<file path="src/rtl/csr_register_bank.sv">
// Avalon-MM control/status register bank for the custom image-processing core.
// Holds image geometry, SDRAM window and filter settings. Validates and issues a
// level start, captures completion into DONE/irq, and counts busy cycles.
module csr_register_bank #(
  parameter int ADDR_W   = 4,
  parameter int CFG_W    = 13,
  parameter int SDRAM_AW = 26
) (
  input  logic                clk,
  input  logic                n_rst,
  input  logic [ADDR_W-1:0]   avs_address,
  input  logic                avs_read,
  input  logic                avs_write,
  input  logic [31:0]         avs_writedata,
  output logic [31:0]         avs_readdata,
  output logic                avs_readdatavalid,
  output logic                irq,
  input  logic                finish_flag,
  output logic                start_control,
  output logic [CFG_W-1:0]    image_width,
  output logic [CFG_W-1:0]    image_height,
  output logic [SDRAM_AW-1:0] start_addr_sdram,
  output logic [SDRAM_AW-1:0] finish_addr_sdram,
  output logic [1:0]          filter_mode,
  output logic [7:0]          beta_value,
  output logic [31:0]         white
);

  typedef enum logic [1:0] {S_IDLE, S_BUSY, S_DONE} state_t;

  state_t      state, state_nxt;
  logic        irq_en;
  logic        cfg_err;
  logic [31:0] cycle_count;
  logic [31:0] rd_mux;
  logic        start_req, done_clr, cfg_wr_en, cfg_ok;
  logic        start_ok, start_bad;
  logic        busy, done;

  // DONE and BUSY are the FSM state itself, so they can never disagree with it
  assign busy          = (state == S_BUSY);
  assign done          = (state == S_DONE);
  assign start_control = busy;

  assign start_req = avs_write && (avs_address == ADDR_W'(0)) && avs_writedata[0];
  assign done_clr  = avs_write && (avs_address == ADDR_W'(1)) && avs_writedata[1];
  // Configuration is frozen while the core is running
  assign cfg_wr_en = avs_write && !busy;

  // Bayer tiles need even dimensions of at least 2, and source/destination must differ
  assign cfg_ok = (image_width  >= CFG_W'(2)) && !image_width[0] &&
                  (image_height >= CFG_W'(2)) && !image_height[0] &&
                  (start_addr_sdram != finish_addr_sdram);

  // State register
  always_ff @(posedge clk or negedge n_rst) begin
    if (!n_rst) state <= S_IDLE;
    else        state <= state_nxt;
  end

  // Next state and start accept/reject decisions
  always_comb begin
    state_nxt = state;
    start_ok  = 1'b0;
    start_bad = 1'b0;
    case (state)
      S_IDLE: begin
        if (start_req) begin
          if (cfg_ok) begin
            state_nxt = S_BUSY;
            start_ok  = 1'b1;
          end else begin
            start_bad = 1'b1;
          end
        end
      end
      S_BUSY: begin
        // finish wins over any DONE clear in the same cycle: clear has no effect here
        if (finish_flag) state_nxt = S_DONE;
      end
      S_DONE: begin
        if (start_req) begin
          if (cfg_ok) begin
            state_nxt = S_BUSY;
            start_ok  = 1'b1;
          end else begin
            start_bad = 1'b1;
          end
        end else if (done_clr) begin
          state_nxt = S_IDLE;
        end
      end
      default: state_nxt = S_IDLE;
    endcase
  end

  // Configuration registers, writable only outside BUSY
  always_ff @(posedge clk or negedge n_rst) begin
    if (!n_rst) begin
      image_width       <= '0;
      image_height      <= '0;
      start_addr_sdram  <= '0;
      finish_addr_sdram <= '0;
      filter_mode       <= '0;
      beta_value        <= '0;
      white             <= 32'hFFFF_FFFF;
    end else if (cfg_wr_en) begin
      case (avs_address)
        ADDR_W'(2): image_width       <= avs_writedata[CFG_W-1:0];
        ADDR_W'(3): image_height      <= avs_writedata[CFG_W-1:0];
        ADDR_W'(4): start_addr_sdram  <= avs_writedata[SDRAM_AW-1:0];
        ADDR_W'(5): finish_addr_sdram <= avs_writedata[SDRAM_AW-1:0];
        ADDR_W'(6): filter_mode       <= avs_writedata[1:0];
        ADDR_W'(7): beta_value        <= avs_writedata[7:0];
        ADDR_W'(8): white             <= avs_writedata;
        default: ;
      endcase
    end
  end

  // IRQ enable (always writable) and config error flag
  always_ff @(posedge clk or negedge n_rst) begin
    if (!n_rst) begin
      irq_en  <= 1'b0;
      cfg_err <= 1'b0;
    end else begin
      if (avs_write && (avs_address == ADDR_W'(0))) irq_en <= avs_writedata[1];
      if (start_ok)       cfg_err <= 1'b0;
      else if (start_bad) cfg_err <= 1'b1;
    end
  end

  // Busy-cycle counter: cleared on an accepted start, saturating while BUSY
  always_ff @(posedge clk or negedge n_rst) begin
    if (!n_rst)                         cycle_count <= '0;
    else if (start_ok)                  cycle_count <= '0;
    else if (busy && cycle_count != '1) cycle_count <= cycle_count + 32'd1;
  end

  // Registered interrupt
  always_ff @(posedge clk or negedge n_rst) begin
    if (!n_rst) irq <= 1'b0;
    else        irq <= done & irq_en;
  end

  // Read mux over current (pre-write) register values
  always_comb begin
    rd_mux = '0;
    case (avs_address)
      ADDR_W'(0): rd_mux = {30'd0, irq_en, 1'b0};
      ADDR_W'(1): rd_mux = {29'd0, cfg_err, done, busy};
      ADDR_W'(2): rd_mux = 32'(image_width);
      ADDR_W'(3): rd_mux = 32'(image_height);
      ADDR_W'(4): rd_mux = 32'(start_addr_sdram);
      ADDR_W'(5): rd_mux = 32'(finish_addr_sdram);
      ADDR_W'(6): rd_mux = {30'd0, filter_mode};
      ADDR_W'(7): rd_mux = {24'd0, beta_value};
      ADDR_W'(8): rd_mux = white;
      ADDR_W'(9): rd_mux = cycle_count;
      default:    rd_mux = '0;
    endcase
  end

  // Fixed one-cycle read response
  always_ff @(posedge clk or negedge n_rst) begin
    if (!n_rst) begin
      avs_readdata      <= '0;
      avs_readdatavalid <= 1'b0;
    end else begin
      avs_readdata      <= avs_read ? rd_mux : 32'd0;
      avs_readdatavalid <= avs_read;
    end
  end

endmodule
</file>
<file path="config.mk">
export PLATFORM = sky130hd
export DESIGN_NAME = csr_register_bank
export DESIGN_NICKNAME = d
export VERILOG_FILES = /design/src/rtl/csr_register_bank.sv
export SDC_FILE = /design/constraint.sdc
export NUM_CORES = 1
export LEC_CHECK = 0
export ABC_AREA = 1
export CAP_MARGIN = 20
export CORE_MARGIN = 1.5
export CORE_UTILIZATION = 25
export CTS_CLUSTER_SIZE = 20
export DETAILED_ROUTE_END_ITERATION = 8
export GPL_ROUTABILITY_DRIVEN = 0
export HOLD_SLACK_MARGIN = 0.03
export SLEW_MARGIN = 30
export SYNTH_ARGS = -nofsm -noshare
export SYNTH_HDL_FRONTEND = slang
export SYNTH_SLANG_ARGS = --single-unit
</file>
<file path="constraint.sdc">
create_clock -name clk -period 2.8 [get_ports clk]
set_clock_uncertainty 0.1 [all_clocks]
set_input_delay 0.84 -clock clk [delete_from_list [all_inputs] [get_ports clk]]
set_output_delay 0.84 -clock clk [all_outputs]
set_load 0.01 [all_outputs]
</file>
# == Word-level counts from Yosys, hierarchy flattened ==
# Index checks and enable logic that the tools add are counted.
# totals
ff_bits,190
inputBits,41
out_inout_bits,155
elab_cells,78
# op_classes
addsub,1
n_lt_le_gt_ge,2
eq_ne,16
mux,18
bitwise,1
reduce_logical,26
# ops
op,count
32-bit case mux with 10 select lines,1
32-bit two-way mux,3
"32-bit by 1-bit adder with 32-bit output, second input constant",1
"32-bit != test, second input constant",1
"13-bit by 2-bit greater-or-equal comparator with 1-bit output, second input constant",2
26-bit != test,1
"4-bit by 3-bit equality test with 1-bit output, second input constant",4
2-bit AND reduction,7
1-bit logical AND,10
2-bit two-way mux,5
"4-bit by 2-bit equality test with 1-bit output, second input constant",2
"4-bit equality test, second input constant",2
1-bit two-way mux,8
2-bit case mux with 3 select lines,1
"4-bit by 1-bit equality test with 1-bit output, second input constant",1
4-bit logical NOT,1
"2-bit != test, second input constant",2
2-bit nonzero test,2
1-bit logical NOT,3
"3-bit != test, second input constant",1
3-bit AND reduction,1
"2-bit by 1-bit equality test with 1-bit output, second input constant",1
"2-bit equality test, second input constant",1
2-bit logical NOT,1
other kinds (2),2

# == Longest topological paths before layout ==
# Gate-level depths: netlist of run 1.
# logic_depth
ltp_word,10
mapped_depth,13

# == Worst setup path before layout of run 1 ==
# Ideal clock, no wire load.
# synth_timing
kind,in2reg
start,input avs_address[1]
end,register cycle_count[19]
setup_time_ps,114
t_arrival_ps,1850
setup_slack_ps,736
cell_stages,9
path_buffers,1
path_cell_list,nor2_1 nand3_1 nor2_1 inv_1 nor2_2 nand3_2 buf_2 nand3_1 inv_1
# synth_via
elab_chain_cells,6
# synth_lines
item,line_no,rtl
"start, declared",11,"input logic [ADDR_W-1:0] avs_address,"
4-bit logical NOT *,45,assign start_req = avs_write && (avs_address == ADDR_W'(0)) && avs_writedata[0];
1-bit logical AND * (2 in a row),45,
1-bit two-way mux *,82,if (start_req) begin
1-bit two-way mux *,-,
32-bit two-way mux or 2-bit nonzero test (tied branches),-,
"end signal, assigned",137,else if (busy && cycle_count != '1) cycle_count <= cycle_count + 32'd1;
"end, declared",34,logic [31:0] cycle_count;
# Mark *: on every way between the ends. The rest lies on a longest branch, timed or not.
# A chain may end at the register's enable or synchronous reset.

# == Final worst setup path of run 1 ==
# layout_timing
start,register state[1]
end,output start_control
# layout_via
elab_chain_cells,1
# layout_lines
item,line_no,rtl
"start, declared",31,"state_t state, state_nxt;"
"start signal, assigned",58,else state <= state_nxt;
2-bit by 1-bit equality test with 1-bit output,41,assign busy = (state == S_BUSY);
"end, declared",19,"output logic start_control,"
# Every way passes these cells.

==> results of run 1 <==
registers in the layout, summed over array words and instances (netlist names):
signal             flops
irq_en                 1
state                  2
cycle_count           32
avs_readdatavalid      1
filter_mode            2
beta_value             8
white                 32
start_addr_sdram      26
image_width           13
cfg_err                1
irq                    1
finish_addr_sdram     26
image_height          13
avs_readdata          32
cell usage in the layout (no fill, tap or decap), drive strengths merged, types with 2 or more instances in the layout:
cell type	instances
nor2	120
clkbuf	18
a41oi	4
o22ai	12
dfrtp	158
mux2	6
inv	150
a221oi	17
clkinv	3
a22o	2
clkinvlp	2
clkdlybuf4s50	194
o21bai	2
a21oi	25
nor3	12
bufinv	2
a31oi	3
xor2	10
nand2	318
nand4	18
nand3b	2
or2	2
nand3	40
o21ai	151
dfstp	32
buf	38
logic make-up after synthesis:
family,after synthesis,share of synthesized area (%)
XOR/XNOR,10,0.965
flip-flops,190,52.8
AND/OR/NAND/NOR,515,23.8
multiplexers,6,0.744
AO/OA/AOI/OAI,220,13.6
buffers and inverters,183,7.98
adder cells (fa/ha/maj),1,0.138
final cells by class:
type / count / share of cell area (%)
Clock buffer: 17 / 3.42
Clock inverter: 15 / 1.39
Inverter: 142 / 4.28
Multi-Input combinational cell: 752 / 28.6
Sequential cell: 190 / 38.5
Tap cell: 461 / 4.64
Timing Repair Buffer: 233 / 19.1
worst reg2reg max path, cell delays in order (launching register included):
cell and delay, ns:
dfrtp_1 0.44, ha_1 0.23, inv_1 0.06, nor2_1 0.05, nand2_1 0.06, nor2_1 0.07
a21oi_2 0.34, buf_4 0.25, nand3_1 0.11, o21ai_0 0.16, nor2_1 0.05
synthesized netlist by cell type (all sizes together), types with 2 or more instances:
| master | number |
|---|---|
| xor2 | 10 |
| mux2 | 6 |
| nand3 | 40 |
| a22o | 2 |
| buf | 16 |
| o21bai | 2 |
| clkbuf | 25 |
| a41oi | 4 |
| nand3b | 2 |
| a31oi | 3 |
| a21oi | 25 |
| o22ai | 12 |
| o21ai | 151 |
| nand4 | 18 |
| inv | 142 |
| nor3 | 12 |
| nor2 | 120 |
| a221oi | 17 |
| nand2 | 318 |
| dfstp | 32 |
| or2 | 2 |
| dfrtp | 158 |
power by group through the flow:
stage	logic [mW]	clock network (mW)	registers (mW)
5_1_grt	2.86	2.72	4.10
3_5_place_dp	2.61	0	4.05
4_1_cts	2.63	2.62	4.00
2_1_floorplan	0.944	0	4.09
3_3_place_gp	2.58	0	4.05
6_report	2.59	2.55	4.00
per-layer routing:
layer / up-vias / wire length (um)
met5: - / 0
met4: 0 / 647
met3: 33 / 1820
met2: 249 / 14500
met1: 4004 / 14400
li1: 4053 / -
worst paths after layout:
kind / endpoint / slack [ns] / cells past startpoint
setup / recovery: start_control / 0.24 / 2
hold / removal: image_width[11] / 0.29 / 1
setup reg to reg: cycle_count[14] / 0.77 / 10
hold reg to reg: white[19] / 0.40 / 2
max in group asynchronous: white[23] / 1.53 / 2
min in group clk: white[19] / 0.40 / 2
==> results.cfg, run 1 <==
[hold_path]
hold_class = in -> async

[pwr]
p_sw_mw = 3.11
p_leak_nw = 5.60
clockPowerShare_pct = 27.9
finalPower_mw = 9.15
p_seq_share_pct = 43.7
sw_frac_of_total_pct = 34.0
p_per_area_nw_per_um2 = 735
pwr-share-comb_pct = 28.3
p_int_mw = 6.04
ir_drop_v = 0.000451

[detailed_routing]
drt_iter0_drc = 743
drc_errors = 9
route.vias.total = 8339
avgViaCountPerCell = 4.61
wirelength_um = 31400
drtPass1Iterations = 9
wire_per_inst_um = 17.3
postRouteAntennaNets = 0

[clock_network]
tritoncts = yes
htreeDepth = 4
cts-hold-fix-buffers = 0
insertion_delay_ns = 0.44
cts_buffers = 17
post-cts-setup-buffer-count = 0
clkSinkCount = 190
cts_root_buf = clkbuf_16
clkTransAtPathRegs_ns = 0.08
cts_buffer_depth = 2
cts.repair.resized = 0

[cells_and_area]
nets = 1378
syn2layout_area_growth_pct = 37.1
drive_above_1_share_pct = 10.5
seq_area_um2 = 4790
final_cells = 1810
final_util_pct = 34.9
final_cell_area_um2 = 12400
n_antenna_cell = 0
multiInputGateArea_um2 = 3560
n_fill_cell = 3675

[sta]
max_slew_margin_pct = 60.9
drv_slew = 0
rsz0062_at_grt = no
finalSetupTns_ns = 0
setup_slack_ns = 0.242
finalHoldViolations = 0
setup_viol = 0
min_period_ns = 2.56
period_share_pct = 91.4
hold_ws_ns = 0.292
worst_pin_slew_ns = 0.587
max_freq_mhz = 391

[flow_run]
cap_viol_max_count = 0

[placed_design]
portBuffers = 195
hpwl_um = 23200
dpl_cell_area_um2 = 11800
place_inst = 1778
place_ws_ns = 0.00462

[logic_synthesis]
syn_avg_cell_area_um2 = 8.07
synth_top_area_share_pct = 43.6
synth_async_sr_flop_share_pct = 100
ys.flop_type = dfrtp_1
ys_types = 42
ys_ff_latch = 190
synth_area_leader_cell = dfrtp_1
synth.yosys.seq_area_share_pct = 52.8
ys_top_cells_by_area = dfrtp_1, nand2_1, dfstp_2
yosys_warnings = 0
syn-cell-area_um2 = 9070
synth_fp_nets = 1167
syn_inst = 1125
synth_edf_count = 0

[grt]
grt_max_degree = 65
grt_pass1_vias = 8096
met3_usage_pct = 3.50
grt_pass1_wl_um = 48600
grt_usage_pct = 16.9
antenna_found_initial = 0
top_usage_layer = met2
grt_use_met2_pct = 26.7
use_met1_pct = 23.0
gr-total-overflow = 0

[critical_path]
arrival_ns = 1.62
critPathLaunchType = register
endpoint_kind = output port
crit-reg2reg-launch = cycle_count[0]
critPathBufInv = 1
crit_family = buffers and inverters
critPathRequiredTime_ns = 1.86
cp_max_fo = 5
critical-path-max-stage-delay_ns = 0.55
critical_path.startpoint = state[1]
path_class = reg -> out
cp_cell_sequence = nor2_8 > clkdlybuf4s50_1
crit_slowest_cell = clkdlybuf4s50_1

[die]
dieHeight_um = 194
placementRows = 69
ioPinCount = 196
dieArea_um2 = 37500
die_w_um = 194
fp.coreArea_um2 = 35700
start_util_pct = 25.5

[status]
failed_checks = DRC
outcome = finished with violations
No activity file was read; power rests on OpenSTA's default activity.
==> inputs of run 2 (changes only) <==
- CTS_CLUSTER_SIZE: 20 -> default
==> results of run 2 <==
No change in the layout: final DEF, timing and power equal those of run 1.
